## config.mk

```make
export PLATFORM = sky130hd
export DESIGN_NAME = truth_table_scanner_flat
export DESIGN_NICKNAME = d
export VERILOG_FILES = /design/src/rtl/truth_table_scanner_pkg.sv /design/src/rtl/truth_table_scanner_if.sv /design/src/rtl/tt_settle_timer.sv /design/src/rtl/truth_table_scanner.sv /design/src/flat_wrapper.sv
export SDC_FILE = /design/constraint.sdc
export NUM_CORES = 1
export LEC_CHECK = 0
export CAP_MARGIN = 25
export CORE_ASPECT_RATIO = 0.9
export CORE_MARGIN = 3
export CORE_UTILIZATION = 44
export CTS_CLUSTER_DIAMETER = 100
export DETAILED_ROUTE_END_ITERATION = 10
export GPL_ROUTABILITY_DRIVEN = 1
export PLACE_DENSITY = 0.79
export SYNTH_ARGS = -nofsm -noshare
export SYNTH_HDL_FRONTEND = slang
export SYNTH_SLANG_ARGS = --single-unit
```

## constraint.sdc

```tcl
create_clock -name clk -period 1.72 [get_ports clk]
set_input_delay 0.344 -clock clk [delete_from_list [all_inputs] [get_ports clk]]
set_output_delay 0.344 -clock clk [all_outputs]
set_load 0.005 [all_outputs]
```

## src/rtl/truth_table_scanner_pkg.sv

```systemverilog
// Shared types and defaults for the truth-table scanner.
// The TT_CHECK_EN build uses lowest_set() to locate the first differing table bit.
package tt_scan_pkg;

    typedef enum logic [1:0] {
        IDLE  = 2'd0,
        DRIVE = 2'd1,
        DONE  = 2'd2
    } tt_state_t;

    localparam int TT_N_IN   = 4;
    localparam int TT_SETTLE = 1;

    // Returns 0 when no bit is set, matching the first_bad idle value.
    function automatic int lowest_set(input logic [63:0] v);
        int idx;
        idx = 0;
        for (int i = 63; i >= 0; i--) begin
            if (v[i]) idx = i;
        end
        return idx;
    endfunction

endpackage

```

## src/rtl/truth_table_scanner_if.sv

```systemverilog
// Scanner <-> function/host signal bundle.
// The slave modport is the scanner side; the master modport is the host side.
interface truth_table_scanner_if #(parameter int N_IN = 4);
    logic                 start;
    logic [N_IN-1:0]      x;
    logic                 s;
    logic                 busy;
    logic                 done;
    logic [(1<<N_IN)-1:0] table_out;
    logic [N_IN:0]        ones;
    logic [(1<<N_IN)-1:0] expected;
    logic                 mismatch;
    logic [N_IN-1:0]      first_bad;

    modport slave  (input start, s, expected,
                    output x, busy, done, table_out, ones, mismatch, first_bad);
    modport master (output start, s, expected,
                    input x, busy, done, table_out, ones, mismatch, first_bad);
endinterface

```

## src/rtl/tt_settle_timer.sv

```systemverilog
// Counts 0..SETTLE-1 while enabled and flags the last count; wraps on its own,
// so it restarts at 0 for every new vector.
module tt_settle_timer #(
    parameter int SETTLE = 1
) (
    input  logic clk,
    input  logic rst,
    input  logic i_clr,
    input  logic i_en,
    output logic o_tick
);
    localparam int CW = (SETTLE > 1) ? $clog2(SETTLE) : 1;

    logic [CW-1:0] r_cnt;
    logic          w_last;

    assign w_last = (r_cnt == CW'(SETTLE - 1));
    assign o_tick = i_en && w_last;

    always_ff @(posedge clk or posedge rst) begin
        if (rst)         r_cnt <= '0;
        else if (i_clr)  r_cnt <= '0;
        else if (i_en)   r_cnt <= w_last ? '0 : r_cnt + CW'(1);
    end
endmodule

```

## src/rtl/truth_table_scanner.sv

```systemverilog
// Walks x through 0..2**N_IN-1 and samples s into table_out.
// Optional compare against expected: define TT_CHECK_EN.
module truth_table_scanner
    import tt_scan_pkg::*;
#(
    parameter int N_IN   = TT_N_IN,
    parameter int SETTLE = TT_SETTLE
) (
    input  logic                 clk,
    input  logic                 reset,
    truth_table_scanner_if.slave bus
);
    localparam int W = 1 << N_IN;
    localparam logic [1:0] S_IDLE  = 2'(IDLE);
    localparam logic [1:0] S_DRIVE = 2'(DRIVE);
    localparam logic [1:0] S_DONE  = 2'(DONE);

    logic [1:0]      r_state;
    logic [N_IN-1:0] r_x;
    logic [W-1:0]    r_table;
    logic [N_IN:0]   r_ones;
    logic            w_go, w_tick, w_last;
    logic [W-1:0]    w_tbl_nxt;

    assign w_go   = (r_state == S_IDLE) && bus.start;
    assign w_last = (r_x == {N_IN{1'b1}});

    always_comb begin
        w_tbl_nxt       = r_table;
        w_tbl_nxt[r_x]  = bus.s;
    end

    tt_settle_timer #(.SETTLE(SETTLE)) u_timer (
        .clk    (clk),
        .rst    (reset),
        .i_clr  (w_go),
        .i_en   (r_state == S_DRIVE),
        .o_tick (w_tick)
    );

    always_ff @(posedge clk or posedge reset) begin
        if (reset) begin
            r_state <= S_IDLE;
            r_x     <= '0;
            r_table <= '0;
            r_ones  <= '0;
        end else begin
            case (r_state)
                S_IDLE: if (bus.start) begin
                    r_x     <= '0;
                    r_table <= '0;
                    r_ones  <= '0;
                    r_state <= S_DRIVE;
                end
                S_DRIVE: if (w_tick) begin
                    r_table <= w_tbl_nxt;
                    r_ones  <= r_ones + (N_IN+1)'(bus.s);
                    if (w_last) r_state <= S_DONE;
                    else        r_x     <= r_x + N_IN'(1);
                end
                S_DONE:  r_state <= S_IDLE;
                default: r_state <= S_IDLE;
            endcase
        end
    end

`ifdef TT_CHECK_EN
    logic            r_mm;
    logic [N_IN-1:0] r_fb;
    logic [W-1:0]    w_diff;

    // Compare the table including the final sample so results are ready with done.
    assign w_diff = w_tbl_nxt ^ bus.expected;

    always_ff @(posedge clk or posedge reset) begin
        if (reset) begin
            r_mm <= 1'b0;
            r_fb <= '0;
        end else if (w_go) begin
            r_mm <= 1'b0;
            r_fb <= '0;
        end else if (r_state == S_DRIVE && w_tick && w_last) begin
            r_mm <= |w_diff;
            r_fb <= N_IN'(lowest_set(64'(w_diff)));
        end
    end

    assign bus.mismatch  = r_mm;
    assign bus.first_bad = r_fb;
`else
    assign bus.mismatch  = 1'b0;
    assign bus.first_bad = '0;
`endif

    assign bus.x         = r_x;
    assign bus.busy      = (r_state == S_DRIVE);
    assign bus.done      = (r_state == S_DONE);
    assign bus.table_out = r_table;
    assign bus.ones      = r_ones;
endmodule
```

## src/flat_wrapper.sv

```systemverilog
// flat-port wrapper written by rule: the top's interface ports become plain ports
module truth_table_scanner_flat import tt_scan_pkg::*;
#(
    parameter int N_IN   = TT_N_IN,
    parameter int SETTLE = TT_SETTLE
)
  (clk, reset, bus_start, bus_s, bus_expected, bus_x, bus_busy, bus_done, bus_table_out, bus_ones, bus_mismatch, bus_first_bad);
  truth_table_scanner_if #(.N_IN(N_IN)) bus_i ();
  input  logic clk;
  input  logic reset;
  input wire logic [$bits(bus_i.start)-1:0] bus_start;
  input wire logic [$bits(bus_i.s)-1:0] bus_s;
  input wire logic [$bits(bus_i.expected)-1:0] bus_expected;
  output wire logic [$bits(bus_i.x)-1:0] bus_x;
  output wire logic [$bits(bus_i.busy)-1:0] bus_busy;
  output wire logic [$bits(bus_i.done)-1:0] bus_done;
  output wire logic [$bits(bus_i.table_out)-1:0] bus_table_out;
  output wire logic [$bits(bus_i.ones)-1:0] bus_ones;
  output wire logic [$bits(bus_i.mismatch)-1:0] bus_mismatch;
  output wire logic [$bits(bus_i.first_bad)-1:0] bus_first_bad;
  assign bus_i.start = bus_start;
  assign bus_i.s = bus_s;
  assign bus_i.expected = bus_expected;
  assign bus_x = bus_i.x;
  assign bus_busy = bus_i.busy;
  assign bus_done = bus_i.done;
  assign bus_table_out = bus_i.table_out;
  assign bus_ones = bus_i.ones;
  assign bus_mismatch = bus_i.mismatch;
  assign bus_first_bad = bus_i.first_bad;
  truth_table_scanner #(.N_IN(N_IN), .SETTLE(SETTLE)) u_core (.clk(clk), .reset(reset), .bus(bus_i));
endmodule
```

# Yosys cells after proc, flatten, opt, wreduce, memory -nomap -nowiden
# Cells that the tools add are included.
# word_totals
regBits,28
inputBits,20
output_inout_bits,32
# op_classes
addsub,3
n_lt_le_gt_ge,2
n_eq_ne,7
n_mux,20
bitwise_logic,1
reduce_logical,9
# ops
operator,n
16-bit 2-to-1 mux,2
16-bit case mux with 2 select lines,1
16-bit bitwise mux,1
4-bit 2-to-1 mux,3
5-bit 2-to-1 mux,2
5-bit case mux with 2 select lines,1
4-bit case mux with 2 select lines,1
2-bit 2-to-1 mux,3
3-bit AND reduction,2
5-bit by 1-bit adder with 5-bit output,1
"4-bit by 5-bit < comparator with 1-bit output, second input constant",1
"4-bit by 1-bit adder with 4-bit output, second input constant",1
1-bit demux with 4-bit select,1
"4-bit == test, second input constant",1
"4-bit by 1-bit greater-or-equal comparator with 1-bit output, second input constant",1
1-bit 2-to-1 mux,4
"2-bit by 1-bit != test with 1-bit output, second input constant",2
"2-bit != test, second input constant",2
2-bit case mux with 2 select lines,1
4-bit AND reduction,1
2-bit nonzero test,2
1-bit logical AND,3
"2-bit by 1-bit == test with 1-bit output, second input constant",1
"2-bit == test, second input constant",1
3 further kinds,3

# Longest topological paths before layout
# depth
depth_word,7
ltp_mapped,6
mapped_depth_nobuf,5

# By module
# From an unflattened synthesis, not the netlist that was laid out.
# unflattened
cells_unflattened,146
hier_area_um2,1517.7
# by_module_without_submodules
mod,n_inst,cells_per_inst,area_each_um2
truth_table_scanner,1,145,1510.2
tt_settle_timer,1,1,7.5

# Least setup slack after synthesis
# No wires, ideal clock.
# synth_timing
kind,flip-flop to flip-flop
from,"register u_core.r_x[0], in the netlist u_core.bus.x[0]"
to,"register u_core.r_table[3], in the netlist u_core.bus.table_out[3]"
t_arrival_ns,1.264
required_ns,1.580
path_slack_ns,0.316
stages_incl_launch_ff,5
path_buffers,0
period_less_slack_ns,1.404
path_cell_list,dfrtp_1 -> ha_1 -> nand3b_1 -> o311ai_0 -> o41ai_1
# synth_between
elab_chain_len,7
elab_cells_between_ends,8
# synth_rtl
item,line,source
from (decl),truth_table_scanner.sv:19,logic [N_IN-1:0] r_x;
from (signal assigned),truth_table_scanner.sv:59,else r_x <= r_x + N_IN'(1);
4-bit by 5-bit < comparator with 1-bit output (implied by the code) / 4-bit by 1-bit greater-or-equal comparator with 1-bit output (equally long branches),truth_table_scanner.sv:30,w_tbl_nxt[r_x] = bus.s;
1-bit logical AND (implied by the code),truth_table_scanner.sv:30,
1-bit 2-to-1 mux (implied by the code),truth_table_scanner.sv:30,
1-bit demux with 4-bit select *,-,
16-bit bitwise mux *,truth_table_scanner.sv:30,
16-bit 2-to-1 mux *,truth_table_scanner.sv:55,S_DRIVE: if (w_tick) begin
16-bit case mux with 2 select lines *,truth_table_scanner.sv:48,case (r_state)
to (signal assigned),truth_table_scanner.sv:56,r_table <= w_tbl_nxt;
to (decl),truth_table_scanner.sv:20,logic [W-1:0] r_table;
# Mark *: on every way between the ends. The rest lies on a longest branch, timed or not. The select of a mux whose other input is x is not followed.
# A chain may end at the register's enable or synchronous reset.

# Worst setup path in the final report
# layout_timing
from,"register u_core.r_x[0], in the netlist u_core.bus.x[0]"
to,output bus_x[0]
# layout_rtl
item,line,source
to (decl),flat_wrapper.sv:14,output wire logic [$bits(bus_i.x)-1:0] bus_x;
# No word-level cell between the ends.

==> results.sh <==
export IMPL_skew_ns=0.005013
export IMPL_die_h_um=60.06
export IMPL_reg2reg_from="u_core.r_state[1]$_DFFE_PP0P_"
export IMPL_setup_violations_final=0
export IMPL_fp_dieW_um=66.07
export IMPL_drive_above_1_share=0.1598
export IMPL_final_max_slew_violation_count=0
export IMPL_hold_class="in2async"
export IMPL_htreeDepth=1
export IMPL_synthArstFlopShare=1.000
export IMPL_totalNegativeSetupSlack_ns=0
export IMPL_clock_sinks=27
export IMPL_drt_initial_drc_count=44
export IMPL_critical_path_max_stage_delay_ns=0.52
export IMPL_numPortBuffers=30
export IMPL_drv_cap=0
export IMPL_peakVddDrop_mv=0.8307
export IMPL_gr_usage_all_layers=0.1593
export IMPL_cp_start_kind="flop"
export IMPL_grt_pass1_vias=1068
export IMPL_hold_viol_final=0
export IMPL_diodes=0
export IMPL_fin_nets=197
export IMPL_start_util=0.4880
export IMPL_grt_max_degree=28
export IMPL_required_ns=1.38
export IMPL_critPathArrivalTime_ns=1.32
export IMPL_clock_latency_ns=0.32
export IMPL_synth_cell_types=33
export IMPL_drt_pass1_iter_count=4
export IMPL_wirelength_um=3020
export IMPL_cp_slowest_cell="clkdlybuf4s50_1"
export IMPL_synth_edff_count=0
export IMPL_path_buf_inv=1
export IMPL_fin_cells=209
export IMPL_p_per_area_nw_per_um2=1662
export IMPL_synth_area_um2=1429
export IMPL_final_common_cell="clkdlybuf4s50_1"
export IMPL_clk_pin_slew_ns=0.16
export IMPL_yosysWarnings=0
export IMPL_worstPathMaxFanout=8
export IMPL_synth_cells=130
export IMPL_final_cell_mix="clkdlybuf4s50_1, dfrtp_1, buf_4, nand2_1, mux2i_1"
export IMPL_hpwlAfterDp_um=2171
export IMPL_io_pins=52
export IMPL_period_needed_ns=1.663
export IMPL_vias_per_cell=5.411
export IMPL_grt_pass1_wl_um=4885
export IMPL_core_um2=2928
export IMPL_antenna_found_initial=0
export IMPL_rsz0062_at_grt="false"
export IMPL_crit_path_end_kind="output pin"
export IMPL_die_area_um2=3968
export IMPL_fmax_mhz=601.4
export IMPL_place_congestion=0.8083
export IMPL_finalPower_uw=3067
export IMPL_critical_path_class="reg2out"
export IMPL_num_vias=1131
export IMPL_worstPathCellList="clkdlybuf4s50_1"
export IMPL_p_leak_uw=0.0008438
export IMPL_status="completed"
export IMPL_grt_overflow=0
export IMPL_dp_cells=203
export IMPL_routedWlPerCell_um=14.45
export IMPL_reg2regPathDepth=5
export IMPL_synth_main_ff_cell="dfrtp_1"
export IMPL_holdWs_ns=0.3523
export IMPL_cts_root_buf="clkbuf_4"
export IMPL_r2r_slack_ns=0.11
export IMPL_cts_tree="done"
export IMPL_min_period_over_period=0.9667
export IMPL_postRouteAntennaNets=0
export IMPL_num_rows=18
export IMPL_synth_ff_latch_count=27
export IMPL_cts_made_buffers=3
export IMPL_synth_avg_cell_area_um2=10.99
export IMPL_timing_rr_end="u_core.bus.x[2]$_DFFE_PP0P_"
export IMPL_area_growth_pct=29.16
export IMPL_drc_errors=0
export IMPL_cp_top_family="buffers and inverters"
export IMPL_seq_area_frac_synth=0.4729
export IMPL_cts_path_max_buffers=2
==> cell families after synthesis <==
| family | Yosys count | share of synthesized area |
|---|---|---|
| and+or+nand+nor | 34 | 0.1313 |
| AOI/OAI and AO/OA | 32 | 0.1804 |
| DFF | 27 | 0.4729 |
| buffers and inverters | 19 | 0.08057 |
| muxes | 10 | 0.07093 |
| adders and majority gates | 7 | 0.06129 |
| other | 1 | 0.002624 |
==> worst max path at each step <==
stage	startpoint	to	slack (ns)	cells after the start
after detailed placement	bus_s	u_core.bus.ones[2]$_DFFE_PP0P_	-0.14	5
after global placement	bus_s	u_core.bus.ones[2]$_DFFE_PP0P_	-0.08	5
after floorplan	u_core.bus.x[0]$_DFFE_PP0P_	u_core.bus.table_out[3]$_DFFE_PP0P_	0.32	4
final	u_core.bus.x[0]$_DFFE_PP0P_	bus_x[0]	0.06	1
after CTS	u_core.bus.x[1]$_DFFE_PP0P_	bus_x[1]	0.01	1
after global routing	u_core.bus.x[3]$_DFFE_PP0P_	bus_x[3]	0.0007	1
==> cells in the mapped netlist (3+ instances only) <==
master,instances,share of area
buf_4,5,0.026
nand3b_1,3,0.016
nand4b_1,3,0.018
o31ai_1,8,0.042
nand2b_1,5,0.022
nor2_1,3,0.0079
a22o_1,3,0.018
inv_1,7,0.018
o41ai_1,3,0.018
ha_1,7,0.061
nand2_1,12,0.032
mux2i_1,9,0.063
dfrtp_1,27,0.47
buf_6,3,0.024
o211ai_1,8,0.042
==> cell type report <==
class	instances	area, um^2
well taps	40	50.05
fillers	230	1082
inverters	7	26.28
clock buffers	3	22.52
flip-flops and latches	27	681.9
repair buffers	43	395.4
multi-input cells	88	660.6
clock inverters	1	8.758
==> flip-flops by register name, indices dropped and copies added (netlist names) <==
| register | cells |
|---|---|
| u_core.bus.table_out | 16 |
| u_core.r_state | 2 |
| u_core.bus.ones | 5 |
| u_core.bus.x | 4 |
==> metal layers <==
layer / vias up / global-route usage / part of all wire
li1: 548 / - / -
met1: 561 / 0.2142 / 0.47
met2: 20 / 0.2657 / 0.49
met3: 2 / 0.02632 / 0.035
met4: 0 / 0.04928 / 0.0070
met5: - / 0 / 0
==> power by group <==
group | internal, uW | switching (uW) | total (uW)
clock network | 94.7 | 199 | 293
logic | 893 | 734 | 1630
registers | 906 | 240 | 1150
total | 1890 | 1170 | 3070
==> stage by stage <==
step | instance area [um^2] | utilization | setup WS [ns]
final | 1846 | 0.6303 | 0.05721
after global routing | 1846 | 0.6303 | 0.0007341
after CTS | 1843 | 0.6295 | 0.01103
after detailed placement | 1788 | 0.6107 | -0.1443
after global placement | 1788 | 0.6107 | -0.08156
after floorplan | 1444 | - | 0.3164
==> timing repair <==
item | 4_1_cts | 5_1_grt
gates resized for setup | 6 | 3
hold buffers | 0 | 0
buffers inserted | 2 | 0
setup endpoints to repair | 4 | 3
Power figures use the tool's default switching activity.
